--- config.mk ---
export PLATFORM = sky130hd
export DESIGN_NAME = alluvial_sequencer_flat
export DESIGN_NICKNAME = d
export VERILOG_FILES = /design/src/rtl/alluvial_sequencer_if.sv /design/src/rtl/alluvial_sequencer.sv /design/src/flat_wrapper.sv
export SDC_FILE = /design/constraint.sdc
export NUM_CORES = 1
export LEC_CHECK = 0
export ABC_AREA = 1
export CORE_ASPECT_RATIO = 0.7
export CORE_MARGIN = 4
export CORE_UTILIZATION = 45
export DETAILED_ROUTE_END_ITERATION = 16
export PLACE_DENSITY_LB_ADDON = 0.25
export SLEW_MARGIN = 10
export SYNTH_ARGS = -nofsm -noshare
export SYNTH_HDL_FRONTEND = slang
export SYNTH_SLANG_ARGS = --single-unit
--- constraint.sdc ---
create_clock -name clk -period 2.8 [get_ports clk]
set_clock_uncertainty 0.05 [all_clocks]
set_input_delay 0.56 -clock clk [delete_from_list [all_inputs] [get_ports clk]]
set_output_delay 0.56 -clock clk [all_outputs]
set_load 0.01 [all_outputs]
--- src/rtl/alluvial_sequencer_if.sv ---
// Bundle of the sequencer's byte stream, ALU drive/sample and response signals.
// slave: the sequencer side; master: the environment (stream source, ALU, consumer).
interface alluvial_sequencer_if;
  localparam int unsigned DATA_W = 8;
  localparam int unsigned OP_W   = 32;
  localparam int unsigned STAT_W = 2;

  logic              in_valid;
  logic              in_ready;
  logic [DATA_W-1:0] in_data;
  logic [OP_W-1:0]   alu_op;
  logic [DATA_W-1:0] alu_a;
  logic [DATA_W-1:0] alu_b;
  logic [DATA_W-1:0] alu_result;
  logic              alu_error;
  logic              out_valid;
  logic              out_ready;
  logic [DATA_W-1:0] out_result;
  logic [STAT_W-1:0] out_status;

  modport slave (
    input  in_valid, in_data, alu_result, alu_error, out_ready,
    output in_ready, alu_op, alu_a, alu_b, out_valid, out_result, out_status
  );

  modport master (
    output in_valid, in_data, alu_result, alu_error, out_ready,
    input  in_ready, alu_op, alu_a, alu_b, out_valid, out_result, out_status
  );
endinterface

--- src/rtl/alluvial_sequencer.sv ---
// Byte-serial command front end for the alluvial ALU: op/A/B frame in, registered response out.
// Optional inter-byte idle timeout enabled by defining ALLUVIAL_SEQ_TIMEOUT_EN.
module alluvial_sequencer #(
  parameter int unsigned TIMEOUT_CYCLES = 255
) (
  input logic           clk,
  input logic           rst_n,
  alluvial_sequencer_if.slave bus
);
  localparam int unsigned DATA_W = 8;
  localparam int unsigned OP_W   = 32;
  localparam int unsigned CNT_W  = 16;

  localparam logic [1:0] ST_OK      = 2'd0;
  localparam logic [1:0] ST_ALU_ERR = 2'd1;
  localparam logic [1:0] ST_BAD_OP  = 2'd2;
  localparam logic [1:0] ST_TIMEOUT = 2'd3;

  if (TIMEOUT_CYCLES < 1 || TIMEOUT_CYCLES > 65535) begin : g_bad_timeout
    $error("alluvial_sequencer: TIMEOUT_CYCLES must be within 1..65535");
  end

  typedef enum logic [2:0] {
    GET_OP = 3'd0,
    GET_A  = 3'd1,
    GET_B  = 3'd2,
    EXEC   = 3'd3,
    RESP   = 3'd4
  } state_t;

  state_t state;
  logic   xfer;
  logic   timeout;

  // Ready is a pure state decode so it can never combinationally depend on in_valid.
  assign bus.in_ready = (state == GET_OP) || (state == GET_A) || (state == GET_B);
  assign xfer         = bus.in_valid && bus.in_ready;

`ifdef ALLUVIAL_SEQ_TIMEOUT_EN
  logic [CNT_W-1:0] idle_cnt;
  logic             waiting;

  assign waiting = (state == GET_A) || (state == GET_B);
  // Fires on the edge where the idle count would reach TIMEOUT_CYCLES.
  assign timeout = waiting && !xfer && (idle_cnt == CNT_W'(TIMEOUT_CYCLES - 1));

  always_ff @(posedge clk or negedge rst_n) begin
    if (!rst_n) begin
      idle_cnt <= '0;
    end else if (xfer || !waiting) begin
      idle_cnt <= '0;
    end else begin
      idle_cnt <= idle_cnt + CNT_W'(1);
    end
  end
`else
  assign timeout = 1'b0;
`endif

  always_ff @(posedge clk or negedge rst_n) begin
    if (!rst_n) begin
      state          <= GET_OP;
      bus.alu_op     <= '0;
      bus.alu_a      <= '0;
      bus.alu_b      <= '0;
      bus.out_valid  <= 1'b0;
      bus.out_result <= '0;
      bus.out_status <= ST_OK;
    end else begin
      case (state)
        GET_OP: begin
          if (xfer) begin
            bus.alu_op <= {{(OP_W - DATA_W){1'b0}}, bus.in_data};
            state      <= GET_A;
          end
        end
        GET_A: begin
          if (xfer) begin
            bus.alu_a <= bus.in_data;
            state     <= GET_B;
          end else if (timeout) begin
            bus.out_valid  <= 1'b1;
            bus.out_result <= '0;
            bus.out_status <= ST_TIMEOUT;
            state          <= RESP;
          end
        end
        GET_B: begin
          if (xfer) begin
            bus.alu_b <= bus.in_data;
            state     <= EXEC;
          end else if (timeout) begin
            bus.out_valid  <= 1'b1;
            bus.out_result <= '0;
            bus.out_status <= ST_TIMEOUT;
            state          <= RESP;
          end
        end
        EXEC: begin
          // ALU outputs have settled from the registered operands by now.
          bus.out_valid <= 1'b1;
          if (bus.alu_op == '0) begin
            bus.out_result <= bus.alu_result;
            bus.out_status <= bus.alu_error ? ST_ALU_ERR : ST_OK;
          end else begin
            bus.out_result <= '0;
            bus.out_status <= ST_BAD_OP;
          end
          state <= RESP;
        end
        RESP: begin
          if (bus.out_ready) begin
            bus.out_valid <= 1'b0;
            state         <= GET_OP;
          end
        end
        default: begin
          state <= GET_OP;
        end
      endcase
    end
  end
endmodule

--- src/flat_wrapper.sv ---
// flat-port wrapper written by rule: the top's interface ports become plain ports
module alluvial_sequencer_flat 
#(
  parameter int unsigned TIMEOUT_CYCLES = 255
)
  (clk, rst_n, bus_in_valid, bus_in_data, bus_alu_result, bus_alu_error, bus_out_ready, bus_in_ready, bus_alu_op, bus_alu_a, bus_alu_b, bus_out_valid, bus_out_result, bus_out_status);
  alluvial_sequencer_if bus_i ();
  input logic clk;
  input logic rst_n;
  input wire logic [$bits(bus_i.in_valid)-1:0] bus_in_valid;
  input wire logic [$bits(bus_i.in_data)-1:0] bus_in_data;
  input wire logic [$bits(bus_i.alu_result)-1:0] bus_alu_result;
  input wire logic [$bits(bus_i.alu_error)-1:0] bus_alu_error;
  input wire logic [$bits(bus_i.out_ready)-1:0] bus_out_ready;
  output wire logic [$bits(bus_i.in_ready)-1:0] bus_in_ready;
  output wire logic [$bits(bus_i.alu_op)-1:0] bus_alu_op;
  output wire logic [$bits(bus_i.alu_a)-1:0] bus_alu_a;
  output wire logic [$bits(bus_i.alu_b)-1:0] bus_alu_b;
  output wire logic [$bits(bus_i.out_valid)-1:0] bus_out_valid;
  output wire logic [$bits(bus_i.out_result)-1:0] bus_out_result;
  output wire logic [$bits(bus_i.out_status)-1:0] bus_out_status;
  assign bus_i.in_valid = bus_in_valid;
  assign bus_i.in_data = bus_in_data;
  assign bus_i.alu_result = bus_alu_result;
  assign bus_i.alu_error = bus_alu_error;
  assign bus_i.out_ready = bus_out_ready;
  assign bus_in_ready = bus_i.in_ready;
  assign bus_alu_op = bus_i.alu_op;
  assign bus_alu_a = bus_i.alu_a;
  assign bus_alu_b = bus_i.alu_b;
  assign bus_out_valid = bus_i.out_valid;
  assign bus_out_result = bus_i.out_result;
  assign bus_out_status = bus_i.out_status;
  alluvial_sequencer #(.TIMEOUT_CYCLES(TIMEOUT_CYCLES)) u_core (.clk(clk), .rst_n(rst_n), .bus(bus_i));
endmodule
==> flow_summary.yaml, run 1 <==
status:
  run_status: "completed"
logic_synthesis:
  synth_cell_type_count: 21
  ys_async_sr_fraction_pct: 100.0
  post_synthesis_cell_type_with_the_largest_combined_area: "dfrtp_1"
  synth.avg_cell_area_sq_um: 8.423
  synth-seq-area-share_pct: 51.32
  synth.cell_area_sq_um: 1853
  synth_warn: 0
  top_cells_by_area_in_the_synthesized_netlist: "dfrtp_1, nand2_1, buf_4"
  synth_top_area_share_pct: 51.32
  postSynthCellCount: 220
  synth_seq_cells: 38
  synth_flop_cell: "dfrtp_1"
  synth_enable_flop_cells: 0
drt:
  drt-pass1-iter-count: 4
  detail_route.iter0.violations: 28
  antenna_left: 0
  detail_route.drc_violations: 0
  avgRoutedWirePerCell_um: 12.51
  num_vias: 1515
  totalWireLength_um: 4129
  detail_route.vias_per_cell: 4.591
setup_path:
  criticalPathCategory: "register to primary output"
  crit_path_start_kind: "register"
  r2r_start: "u_core.state[2]"
  timing.critical_path.fanout_max: 6
  critical_path.slowest_cell: "clkdlybuf4s50_1"
  critPathRequiredTime_ns: 2.19
  worst_path_largest_cell_delay_ns: 0.56
  timing.critical_path.cells: "a21oi_1, clkdlybuf4s50_1"
  cp_data_arrival_time_ns: 1.55
  crit_path_start: "u_core.state[0]"
  setup.worst_path.end_class: "primary output"
finish:
  post_route_cells_drive_above_1_share_pct: 8.633
  antenna_cells_inserted: 0
  num-nets-final: 299
  layout-area-overhead-vs-synth_pct: 31.40
timing:
  period_minus_slack_ns: 2.155
  slew_violations: 0
  hold_viol: 0
  fin_tns_setup_ns: 0
  timing.final.crit_share_pct: 76.97
  worst-slew-pin-transition_ns: 0.8223
  max_freq_mhz: 464.0
  grt_setup_unrepaired: "no"
  final.hold.worst_slack_ns: 0.3156
  setup_viol_count_final: 0
  timing.max_slew.rel_slack_pct: 45.18
power:
  max-vdd-ir-drop_v: 0.0005628
  p_leak_nw: 1.213
  cell_area_power_density_nw_per_um2: 1016
die:
  die-height_um: 61.69
  start_util_pct: 46.96
  dieArea_sq_um: 5225
  floorplan.core_area_sq_um: 3946
  placementRows: 19
  dieWidth_um: 84.70
  num_io_pins: 81
global_routing:
  first_global_vias: 1327
  antenna_found_initial: 0
  largest_net_degree_at_the_start_of_global_routing: 39
  wire_length_of_the_first_global_routing_pass_um: 6444
  grt_util_all_layers_pct: 15.77
  final_global_route_overflow_total: 0
clock_network:
  cts_num_sinks: 38
  ctsHoldBuffers: 0
  postCtsSetupBuffers: 0
  clock_tree.root_cell: "clkbuf_8"
  cts_tree: "yes"
  htree_num_levels: 2
  clk_path_buf_depth: 2
  cts_resized: 0
  cts.reportedPaths.clkPinSlew_ns: 0.07
  worstSkewPairLatency_ns: 0.29
  cts_inserted_buffers: 5
place:
  gp_congestion: 0.7285
  port_buffers: 56
  detailedPlacementHpwl_um: 2956
min_path:
  path_category_of_the_worst_min_delay_check: "input port to async pin"
run:
  maxCapViolations: 0
==> synthesized netlist by cell type (2+ instances only) <==
cell type / count
clkbuf_1: 2
inv_1: 11
dfrtp_1: 38
nand3_1: 4
nand2_2: 2
buf_4: 24
nand2_1: 85
nor2_4: 4
o21ai_0: 24
nor2_2: 8
buf_2: 2
nor2_1: 7
==> through the flow <==
step / std cells / util (%) / setup slack (ns) / cell area (sq um) / total power [mW]
6_report: 330 / 61.70 / 0.6450 / 2435 / 2.474
5_1_grt: 330 / 61.70 / 0.5969 / 2435 / 2.655
4_1_cts: 330 / 61.70 / 0.6281 / 2435 / 2.501
3_5_place_dp: 323 / 59.77 / 0.9518 / 2359 / 2.140
3_3_place_gp: 323 / 59.77 / 0.9639 / 2359 / 2.115
2_1_floorplan: 243 / - / 1.436 / 1939 / 1.544
==> layout by cell type (no fill, tap or decap) <==
cell,synthesis,final
a21oi_1,1,1
buf_2,2,1
buf_4,24,1
clkbuf_1,2,2
clkbuf_8,0,5
clkdlybuf4s50_1,0,55
conb_1,1,24
dfrtp_1,38,38
inv_1,11,11
inv_2,1,1
nand2_1,85,85
nand2_2,2,2
nand3_1,4,4
nand3_2,1,1
nand3_4,1,1
nand3b_1,1,1
nand4_1,1,1
nor2_1,7,7
nor2_2,8,8
nor2_4,4,4
o21ai_0,24,24
o21ai_1,1,1
==> critical path, delay by kind of cell (launching register included) <==
family	cells	cell delay (ns)
AO/OA/AOI/OAI	1	0.22
buffers and inverters	1	0.56
flip-flops	1	0.48
==> per-layer routing <==
| metal | track usage (%) | up-vias | routed length [um] |
|---|---|---|---|
| met1 | 22.64 | 700 | 1961 |
| met3 | 4.216 | 5 | 285 |
| li1 | - | 753 | - |
| met4 | 5.418 | 0 | 57 |
| met5 | 0 | - | 0 |
| met2 | 23.41 | 57 | 1825 |
==> state kept, by name, summed over array words and instances, names as in the netlist <==
name / count
u_core.bus.alu_a: 8
u_core.bus.alu_b: 8
u_core.bus.alu_op: 8
u_core.bus.out_result: 8
u_core.state: 3
u_core.bus.out_status: 2
u_core.bus.out_valid: 1
==> area by class of cell <==
type	instances	area, sq um
multi-input cells	164	734.5
clock buffers	7	76.32
inverters	12	45.04
flip-flops and latches	38	950.9
fillers	379	1511
well taps	52	65.06
repair buffers	57	563.0
==> kinds of logic (layout without fill, tap and decap cells) <==
kind of cell | after synthesis | count (layout) | share of synthesized area, %
AND/OR/NAND/NOR | 114 | 114 | 27.75
buffers and inverters | 41 | 76 | 13.71
flip-flops | 38 | 38 | 51.32
AO/OA/AOI/OAI | 26 | 26 | 7.022
other | 1 | 24 | 0.2024
==> power by group <==
part | switching [mW] | internal [mW] | leakage (nW)
clock | 0.181 | 0.171 | 0.0383
sequential | 0.164 | 0.790 | 0.483
combinational | 0.595 | 0.572 | 0.692
==> final timing paths <==
path	to	slack, ns	depth (start not counted)
setup / recovery	bus_in_ready	0.64	2
hold / removal	u_core.bus.out_result[1]	0.32	1
setup reg to reg	u_core.bus.out_status[0]	1.31	5
hold reg to reg	u_core.bus.out_valid	0.42	2
max in group asynchronous	u_core.bus.alu_op[2]	1.86	1
min in group clk	u_core.bus.out_valid	0.42	2
Note: power is estimated with default switching activity, not from simulation.
==> inputs of run 2 (changes only) <==
- CORE_UTILIZATION: 45 -> 38
- clock period: 2.8 -> 1.9 ns (I/O delays scaled with it)
==> flow_summary.yaml, run 2 (synthesized netlist as in run 1, its figures left out) <==
die:
  num_io_pins: 81
  die-height_um: 66.43
  start_util_pct: 40.91
  dieWidth_um: 91.47
  floorplan.core_area_sq_um: 4529
  dieArea_sq_um: 6076
  placementRows: 20
setup_path:
  crit_path_start: "u_core.bus.alu_op[3]"
  critical_path.slowest_cell: "clkdlybuf4s50_1"
  critPathTopFamily: "buffers and inverters"
  r2r_start: "u_core.state[2]"
  worst_path_largest_cell_delay_ns: 0.57
  criticalPathCategory: "register to primary output"
  crit_path_start_kind: "register"
  timing.critical_path.cells: "clkdlybuf4s50_1"
  cp_data_arrival_time_ns: 1.23
  setup.worst_path.end_class: "primary output"
  critPathRequiredTime_ns: 1.47
  timing.critical_path.fanout_max: 3
  worstPathBufferInverterCount: 1
global_routing:
  antenna_found_initial: 0
  wire_length_of_the_first_global_routing_pass_um: 6955
  largest_net_degree_at_the_start_of_global_routing: 35
  grt_util_all_layers_pct: 14.49
  first_global_vias: 1425
  final_global_route_overflow_total: 0
run:
  maxCapViolations: 0
drt:
  detail_route.vias_per_cell: 4.300
  drt-pass1-iter-count: 4
  num_vias: 1505
  detail_route.iter0.violations: 76
  totalWireLength_um: 4267
  detail_route.drc_violations: 0
  avgRoutedWirePerCell_um: 12.19
  antenna_left: 0
place:
  port_buffers: 56
  post-place-ws_ns: 0.3075
  gp_congestion: 0.7456
  detailedPlacementHpwl_um: 3160
finish:
  mostFrequentLayoutCells: "nand2_1, clkdlybuf4s50_1, dfrtp_1, o21ai_0, conb_1"
  final.fill_count: 409
  layout.cells.most_common: "nand2_1"
  num-nets-final: 304
  post_route_cells_drive_above_1_share_pct: 10.92
  layout-area-overhead-vs-synth_pct: 37.88
  antenna_cells_inserted: 0
timing:
  grt_setup_unrepaired: "no"
  period_minus_slack_ns: 1.658
  timing.final.crit_share_pct: 87.24
  fin_tns_setup_ns: 0
  slew_violations: 0
  setup_viol_count_final: 0
  hold_viol: 0
  setup_ws_ns: 0.2424
  max_freq_mhz: 603.3
power:
  p_leak_nw: 1.261
  cell_area_power_density_nw_per_um2: 1501
  max-vdd-ir-drop_v: 0.0007432
clock_network:
  clk_path_buf_depth: 2
  cts_num_sinks: 38
  clock_tree.root_cell: "clkbuf_8"
  worstSkewPairLatency_ns: 0.28
  cts_inserted_buffers: 5
  htree_num_levels: 2
  cts_tree: "yes"
  cts.reportedPaths.clkPinSlew_ns: 0.08
status:
  run_status: "completed"
min_path:
  path_category_of_the_worst_min_delay_check: "input port to async pin"
==> run 2: cell types whose count changed in the layout (fill, tap and decap cells not counted) <==
cell             change
bufinv_16            +1
dlygate4sd3_1        +1
clkdlybuf4s50_1      -1
dfrtp_2              +1
dlymetal6s2s_1       +1
clkinvlp_4           +1
dfrtp_1              -1
clkbuf_1             -1
buf_12               +2
buf_4                +2
==> run 2: area by class of cell <==
| type | instances | area [sq um] | share of cell area, % |
|---|---|---|---|
| tap | 66 | 82.58 | 3.232 |
| clock inverter | 2 | 37.54 | 1.469 |
| sequential | 38 | 952.2 | 37.27 |
| timing repair buffer | 62 | 630.6 | 24.68 |
| multi-input combinational | 164 | 734.5 | 28.75 |
| clock buffer | 6 | 72.57 | 2.840 |
| inverter | 12 | 45.04 | 1.763 |
==> run 2: final timing paths <==
| check | endpoint | slack, ns | depth (start not counted) |
|---|---|---|---|
| worst max-delay path | bus_alu_op[3] | 0.24 | 1 |
| worst min-delay path | u_core.bus.alu_b[6] | 0.39 | 2 |
| worst max register to register | u_core.bus.out_result[6] | 0.45 | 5 |
| worst min register to register | u_core.bus.out_valid | 0.43 | 2 |
| max in group asynchronous | u_core.state[2] | 0.98 | 3 |
| min in group clk | u_core.bus.out_valid | 0.43 | 2 |
==> run 2: report_power, final <==
group	internal (mW)	leakage, nW	switching, mW	total [mW]
clock network	0.392	0.0514	0.274	0.666
logic	0.881	0.728	0.919	1.80
registers	1.17	0.481	0.204	1.37
total	2.44	1.26	1.40	3.84
==> run 2: stage by stage <==
stage	hold slack, ns	util [%]	area, sq um	instances	total power, mW
6_report	0.3936	56.41	2555	350	3.836
5_1_grt	0.3933	56.41	2555	350	4.141
4_1_cts	0.3821	56.35	2552	350	3.889
3_5_place_dp	0.1618	53.67	2431	341	3.201
3_3_place_gp	0.1598	53.67	2431	341	3.181
2_1_floorplan	0.03441	-	1939	243	2.275
==> run 2: layer usage <==
metal | routed length (um) | GRT usage, % | vias to the layer above
met5 | 0 | 0 | -
met4 | 33 | 3.947 | 0
met3 | 188 | 3.185 | 4
met2 | 1972 | 22.93 | 45
met1 | 2072 | 20.04 | 697
li1 | - | - | 759
==> run 2: timing repair <==
| action | CTS | global route |
|---|---|---|
| setup endpoints to repair | 1 | 1 |
| pin swaps | 0 | 0 |
| buffers inserted | 0 | 0 |
| hold buffers | 1 | 0 |
| gates resized for setup | 1 | 1 |
| endpoints found under the hold margin | 4 | 0 |
==> inputs of run 3 (changes only) <==
- CORE_UTILIZATION: 38 -> 55
- DONT_BUFFER_PORTS: default -> 1
==> flow_summary.yaml, run 3 (synthesized netlist as in run 1, its figures left out) <==
setup_path:
  critical_path_cell_count: 1
  worst_r2r_path_depth: 5
  critPathTopFamily: "flip-flops"
  crit_path_start_kind: "register"
  criticalPathCategory: "register to primary output"
  worst_path_largest_cell_delay_ns: 0.49
  timing.critical_path.fanout_max: 6
  r2r_start: "u_core.state[2]"
  timing.critical_path.cells: "a21oi_1"
  timing.critical_path.to: "bus_in_ready"
  cp_data_arrival_time_ns: 1.14
  crit_path_start: "u_core.state[0]"
  crit_reg_reg_endpoint: "u_core.bus.out_result[7]"
  critPathRequiredTime_ns: 1.47
  setup.worst_path.end_class: "primary output"
  r2r_setup_slk_ns: 0.41
  worstPathBufferInverterCount: 0
  critical_path.slowest_cell: "dfrtp_1"
drt:
  wl_met3_um: 377
  avgRoutedWirePerCell_um: 14.12
  top_layer_used: "met4"
  detail_route.vias_per_cell: 4.908
  antenna_left: 0
  num_vias: 1286
  wl_met2_um: 1615
  drt-pass1-iter-count: 4
  totalWireLength_um: 3699
  detail_route.drc_violations: 0
  detail_route.iter0.violations: 84
  wl_met1_um: 1673
finish:
  final.fill_count: 275
  mostFrequentLayoutCells: "nand2_1, dfrtp_1, o21ai_0, conb_1, inv_1"
  post_layout_nonfiller_instances: 262
  layout.cells.most_common: "nand2_1"
  antenna_cells_inserted: 0
  area.sequential_sq_um: 950.9
  num-nets-final: 245
  multi_input_comb_area_sq_um: 734.5
  final_area_sq_um: 1892
  post_route_cells_drive_above_1_share_pct: 10.71
  layout-area-overhead-vs-synth_pct: 2.093
power:
  pwr-share-comb_pct: 28.0
  cell_area_power_density_nw_per_um2: 1567
  power_frac_clock_pct: 17.0
  internal_power_mw: 1.684
  sw_frac_of_total_pct: 43.18
  max-vdd-ir-drop_v: 0.0006368
  reported_net_switching_power_mw: 1.280
  pwr-share-seq_pct: 55.0
  p_leak_nw: 1.015
timing:
  setup_viol_count_final: 0
  period_minus_slack_ns: 1.565
  max_freq_mhz: 638.9
  slew_violations: 0
  hold_viol: 0
  fin_tns_setup_ns: 0
  final.hold.worst_slack_ns: 0.1631
  timing.final.crit_share_pct: 82.38
  grt_setup_unrepaired: "no"
clock_network:
  htree_num_levels: 2
  postCtsSetupBuffers: 0
  clk_path_buf_depth: 2
  cts_tree: "yes"
  clock_tree.root_cell: "clkbuf_8"
  worstSkewPairLatency_ns: 0.28
  cts_num_sinks: 38
  cts.reportedPaths.clkPinSlew_ns: 0.07
  cts_inserted_buffers: 5
global_routing:
  first_global_vias: 1233
  wire_length_of_the_first_global_routing_pass_um: 6230
  final_global_route_overflow_total: 0
  antenna_found_initial: 0
  grt_util_all_layers_pct: 18.06
  largest_net_degree_at_the_start_of_global_routing: 39
die:
  floorplan.core_area_sq_um: 3191
  num_io_pins: 81
  dieArea_sq_um: 4377
  die-height_um: 56.57
  dieWidth_um: 77.38
  placementRows: 17
  start_util_pct: 58.08
place:
  numPlacedInstances: 253
  gp_congestion: 0.7334
  detailedPlacementHpwl_um: 2652
  port_buffers: 0
  dpl_cell_area_sq_um: 1785
run:
  maxCapViolations: 0
min_path:
  path_category_of_the_worst_min_delay_check: "input port to register"
status:
  run_status: "completed"
==> run 3: cell count changes in the layout (fill, tap and decap cells not counted) <==
cell	change
buf_12	-1
buf_2	-1
buf_4	-2
bufinv_16	-1
clkbuf_1	+1
clkdlybuf4s50_1	-54
clkinvlp_4	-1
dfrtp_1	+1
dfrtp_2	-1
dlymetal6s2s_1	-1
==> run 3: routing by layer <==
layer	vias to the layer above	global-route usage (%)
met3	4	8.173
met1	587	23.84
li1	643	-
met4	0	4.569
met5	-	0
met2	52	27.06
==> run 3: worst min path at each step <==
stage                         startpoint                   to  slack (ns)  depth (start not counted)
after floorplan                    rst_n  u_core.bus.alu_a[0]        0.03                          0
after global placement             rst_n  u_core.bus.alu_b[7]        0.04                          0
after detailed placement           rst_n  u_core.bus.alu_b[7]        0.04                          0
after CTS                 bus_in_data[0]  u_core.bus.alu_a[0]        0.16                          2
after global routing      bus_in_data[5]  u_core.bus.alu_b[5]        0.15                          2
final                     bus_in_data[7]  u_core.bus.alu_a[7]        0.16                          2
==> run 3: stage by stage <==
stage / power (mW) / util, % / setup slack [ns]
6_report: 2.964 / 59.29 / 0.3347
5_1_grt: 3.235 / 59.29 / 0.2369
4_1_cts: 2.993 / 59.29 / 0.3269
3_5_place_dp: 2.461 / 55.96 / 0.4374
3_3_place_gp: 2.435 / 55.96 / 0.4887
2_1_floorplan: 2.275 / - / 0.7155
==> run 3: power by group through the flow <==
stage	registers, mW	logic [mW]	clock network, mW
final	1.63	0.830	0.504
after global routing	1.69	0.989	0.561
after CTS	1.64	0.839	0.514
after detailed placement	1.65	0.808	0
after global placement	1.65	0.788	0
after floorplan	1.55	0.725	0
==> run 3: cell type report <==
type	count	area share, %
Clock buffer	7	4.034
Inverter	12	2.381
Multi-Input combinational cell	164	38.82
Sequential cell	38	50.26
Tap cell	38	2.513
Timing Repair Buffer	3	1.984
==> run 3: what timing repair did <==
item | 4_1_cts | 5_1_grt
hold buffers | 2 | 0
resized for setup | 0 | 0
hold endpoints to repair | 38 | 0
